<file path="config.mk">
export PLATFORM = sky130hd
export DESIGN_NAME = uart_tx_frame
export DESIGN_NICKNAME = d
export VERILOG_FILES = /design/src/rtl/uart_tx_frame.sv
export SDC_FILE = /design/constraint.sdc
export NUM_CORES = 1
export LEC_CHECK = 0
export CAP_MARGIN = 10
export CORE_ASPECT_RATIO = 0.75
export CORE_UTILIZATION = 25
export DETAILED_ROUTE_END_ITERATION = 6
export PLACE_DENSITY = 0.44
export SETUP_SLACK_MARGIN = 0.2
export SYNTH_ARGS = -nofsm -noshare
export SYNTH_HDL_FRONTEND = slang
export SYNTH_SLANG_ARGS = --single-unit
export TNS_END_PERCENT = 1
</file>
<file path="constraint.sdc">
create_clock -name clk -period 3.7 [get_ports clk]
set_clock_uncertainty 0.05 [all_clocks]
set_input_delay 0.74 -clock clk [delete_from_list [all_inputs] [get_ports clk]]
set_output_delay 0.74 -clock clk [all_outputs]
set_load 0.1 [all_outputs]
</file>
<file path="src/rtl/uart_tx_frame.sv">
// UART transmitter: start bit, DATA_BITS data bits LSB first, optional parity, STOP_BITS stop bits.
// Define UART_TX_PARITY_EN to insert a parity bit (even, or odd when PARITY_ODD=1) after the data bits.
module uart_tx_frame #(
    parameter int CLK_DIV    = 868,
    parameter int DATA_BITS  = 8,
    parameter int STOP_BITS  = 1,
    parameter int PARITY_ODD = 0
) (
    input  logic                 clk,
    input  logic                 rst_n,
    input  logic [DATA_BITS-1:0] data,
    input  logic                 valid,
    output logic                 ready,
    output logic                 tx,
    output logic                 busy
);

    localparam int DIV_W = $clog2(CLK_DIV);
    localparam int BIT_W = $clog2(DATA_BITS + 1);

    typedef enum logic [2:0] {
        ST_IDLE,
        ST_START,
        ST_DATA,
`ifdef UART_TX_PARITY_EN
        ST_PARITY,
`endif
        ST_STOP
    } state_t;

    state_t               state_reg, state_next;
    logic [DIV_W-1:0]     div_reg, div_next;
    logic [BIT_W-1:0]     bit_reg, bit_next;
    logic                 stop_reg, stop_next;
    logic [DATA_BITS-1:0] shift_reg, shift_next;
    logic                 tx_reg, tx_next;
    logic                 bit_tick;

`ifdef UART_TX_PARITY_EN
    logic                 parity_reg, parity_next;
`else
    logic                 unused_parity_cfg;
    assign unused_parity_cfg = 1'(PARITY_ODD);
`endif

    always_ff @(posedge clk) begin
        if (!rst_n) begin
            state_reg  <= ST_IDLE;
            div_reg    <= '0;
            bit_reg    <= '0;
            stop_reg   <= 1'b0;
            shift_reg  <= '0;
            tx_reg     <= 1'b1;
`ifdef UART_TX_PARITY_EN
            parity_reg <= 1'b0;
`endif
        end else begin
            state_reg  <= state_next;
            div_reg    <= div_next;
            bit_reg    <= bit_next;
            stop_reg   <= stop_next;
            shift_reg  <= shift_next;
            tx_reg     <= tx_next;
`ifdef UART_TX_PARITY_EN
            parity_reg <= parity_next;
`endif
        end
    end

    assign bit_tick = (div_reg == DIV_W'(CLK_DIV - 1));

    always_comb begin
        state_next  = state_reg;
        div_next    = bit_tick ? '0 : div_reg + DIV_W'(1);
        bit_next    = bit_reg;
        stop_next   = stop_reg;
        shift_next  = shift_reg;
`ifdef UART_TX_PARITY_EN
        parity_next = parity_reg;
`endif
        case (state_reg)
            ST_IDLE: begin
                div_next = '0;
                if (valid) begin
                    state_next  = ST_START;
                    shift_next  = data;
                    bit_next    = '0;
                    stop_next   = 1'b0;
`ifdef UART_TX_PARITY_EN
                    parity_next = (^data) ^ 1'(PARITY_ODD);
`endif
                end
            end
            ST_START: begin
                if (bit_tick) state_next = ST_DATA;
            end
            ST_DATA: begin
                if (bit_tick) begin
                    shift_next = shift_reg >> 1;
                    if (bit_reg == BIT_W'(DATA_BITS - 1)) begin
`ifdef UART_TX_PARITY_EN
                        state_next = ST_PARITY;
`else
                        state_next = ST_STOP;
`endif
                    end else begin
                        bit_next = bit_reg + BIT_W'(1);
                    end
                end
            end
`ifdef UART_TX_PARITY_EN
            ST_PARITY: begin
                if (bit_tick) state_next = ST_STOP;
            end
`endif
            ST_STOP: begin
                if (bit_tick) begin
                    if (stop_reg == 1'(STOP_BITS - 1)) state_next = ST_IDLE;
                    else                               stop_next  = 1'b1;
                end
            end
            default: state_next = ST_IDLE;
        endcase
    end

    // tx is computed from the next state so the line register changes on the same edge as the FSM
    always_comb begin
        ready   = (state_reg == ST_IDLE);
        busy    = (state_reg != ST_IDLE);
        tx_next = 1'b1;
        case (state_next)
            ST_START:  tx_next = 1'b0;
            ST_DATA:   tx_next = shift_next[0];
`ifdef UART_TX_PARITY_EN
            ST_PARITY: tx_next = parity_reg;
`endif
            default:   tx_next = 1'b1;
        endcase
    end

    assign tx = tx_reg;

endmodule

</file>
==> flow_summary.ini <==
[final_layout]
fill_cells = 432
syn_to_final_growth_pct = 20.5
largest_reg_flops = 10
drive_gt1_frac = 0.0652
antenna_cells = 0
stdcell_count = 193
nets = 152

[clock_network]
clock_path_buffers = 2
clkLatencyLatePin_ns = 0.27
clk_pin_slew_ns = 0.09
holdBufCountCts = 0
cts_tree = done
htree_num_levels = 1
clockRootBuffer = clkbuf_8
cts_sinks = 26
cts_setup_buffers = 0
post_cts_resized = 0
cts_inserted_buffers = 3

[hold_path]
hold_path.class = flip-flop to flip-flop

[route]
wl_per_cell_um = 12.4
antenna_left = 0
remaining_drc_errors = 0
viasPerCell = 4.70
drt_iter0_markers = 53
wl_um = 2400
drt-pass1-iter-count = 4
num_vias = 907

[worst_setup_path]
critPathKind = flip-flop to output pin
critPathLaunchType = flip-flop
crit_slowest_cell = clkdlybuf4s50_1
path_buf_inv = 1
crit_family = buffers and inverters
max_stage_delay_ns = 0.98
cp.required_ns = 2.91
crit_arrival_ns = 2.03
cp_max_fo = 6
crit_path_end_kind = output pin
worstPathCellList = or3_4 -> clkdlybuf4s50_1

[sta]
finalCritPeriodShare = 0.763
finalSetupViolCount = 0
slew_violations = 0
worst_pin_slew_ns = 0.973
hold_violations = 0
min_period_ns = 2.82
rsz0062_at_grt = false
slew_headroom = 0.350
fin_setup_tns_ns = 0
fmax_ghz = 0.354

[pwr]
powerDensity_nw_per_um2 = 395
leakagePower_nw = 0.487
ir_worst_vdd_v = 0.000159

[job]
max_cap_violations = 0

[floorplanning]
rows = 20
core_area_um2 = 4180
die_area_um2 = 4750
die_h_um = 59.9
die_w_um = 79.2
io_pins = 14
start_util = 0.268

[global_routing]
grt_usage = 0.111
antenna_found_initial = 0
grt_overflow = 0
grt_max_degree = 15
grt_pass1_wl_um = 3920
grt_pass1_vias = 815

[logic_synthesis]
yosys-top-cells-area = dfxtp_1, nor2_1, a21oi_1
mappedNetlistArea_um2 = 1120
yosysTopAreaCell = dfxtp_1
ys_seq_area_frac = 0.465
synth_top_area_frac = 0.465
synth_area_per_cell_um2 = 9.09
ys_warn_count = 0
postSynthCellCount = 123
ys_ff_latch = 26
syn_nets = 136
ys_types = 35

[run_status]
status = completed

[place]
port-buffer-count = 13
place_inst = 189
gp_congestion = 0.734
hpwl_um = 1790
## area by class of cell
cell class,instances,area [um^2],area share
multi-input combinational,91,561,0.416
sequential,26,520,0.386
timing repair buffer,13,128,0.0947
tap,55,68.8,0.0511
clock buffer,4,55.1,0.0409
inverter,4,15.0,0.0111
## per-stage QoR
step | cell area, um^2 | utilization | hold WS, ns | power, mW | setup slack, ns
3_5_place_dp | 1290 | 0.309 | 0.396 | 0.357 | 1.18
4_1_cts | 1350 | 0.322 | 0.408 | 0.540 | 0.869
3_3_place_gp | 1290 | 0.309 | 0.394 | 0.357 | 1.19
5_1_grt | 1350 | 0.322 | 0.436 | 0.556 | 0.829
6_report | 1350 | 0.322 | 0.408 | 0.533 | 0.876
2_1_floorplan | 1120 | - | 0.376 | 0.337 | 1.29
## power by group
group          switching [mW]  total (mW)  leakage (nW)  internal [mW]
clock                  0.0870       0.182        0.0288         0.0952
combinational          0.0341      0.0574         0.246         0.0233
sequential            0.00571       0.293         0.211          0.287
total                   0.127       0.533         0.487          0.406
## cell usage after synthesis
master	count
dfxtp_1	26
nor2_1	16
a21oi_1	11
nand2_1	10
nand3_1	8
a22oi_1	7
and3_1	5
xnor2_1	5
xor2_1	5
ha_1	2
inv_1	2
nand4_1	2
nor3_1	2
a311o_1	1
a311oi_1	1
a32oi_1	1
and2_4	1
and4_1	1
and4bb_1	1
buf_4	1
buf_8	1
clkinv_1	1
conb_1	1
inv_2	1
mux2i_1	1
nand2b_1	1
nor2_4	1
nor3b_1	1
o21ai_0	1
o21ai_1	1
o221ai_1	1
or3_1	1
or3_4	1
or3b_1	1
or4_1	1
## worst min-delay path: stages (launching register included)
cell,delay [ns]
dfxtp_1,0.32
nand2_1,0.05
a21oi_1,0.05
## cell families after synthesis
group           synth area share
other cells              0.00335
xor+xnor                  0.0783
simple gates               0.251
buf+inv                   0.0336
fa+ha+maj                 0.0224
compound gates             0.138
flops                      0.465
mux                      0.00895
## worst paths after layout
path | depth (start not counted) | slack (ns) | to | from
setup / recovery | 2 | 0.88 | busy | state_reg[1]
hold / removal | 2 | 0.41 | shift_reg[4] | shift_reg[4]
setup reg to reg | 6 | 1.47 | bit_reg[3] | div_reg[0]
hold reg to reg | 2 | 0.41 | shift_reg[4] | shift_reg[4]
## per-layer routing
layer / track usage / vias up / part of all wire
met2: 0.153 / 12 / 0.39
met1: 0.161 / 423 / 0.57
met5: 0 / - / 0
met4: 0.0390 / 0 / 0.015
met3: 0.0321 / 4 / 0.027
li1: - / 468 / -
## layout by cell type (no fill, tap or decap), drive strengths merged
cell and instances:
nand2 10, a32oi 1, a311o 1, or3 2
inv 3, o221ai 1, ha 2, and4 1
a21oi 11, and2 1, nor3 2, a22oi 7
xnor2 5, conb 1, or4 1, nor2 17
buf 1, nand4 2, xor2 5, nor3b 1
o21ai 2, clkdlybuf4s50 12, and4bb 1, dfxtp 26
a311oi 1, clkinv 1, and3 5, mux2i 1
nand2b 1, clkbuf 4, or3b 1, nand3 8
Power figures use the tool's default switching activity.
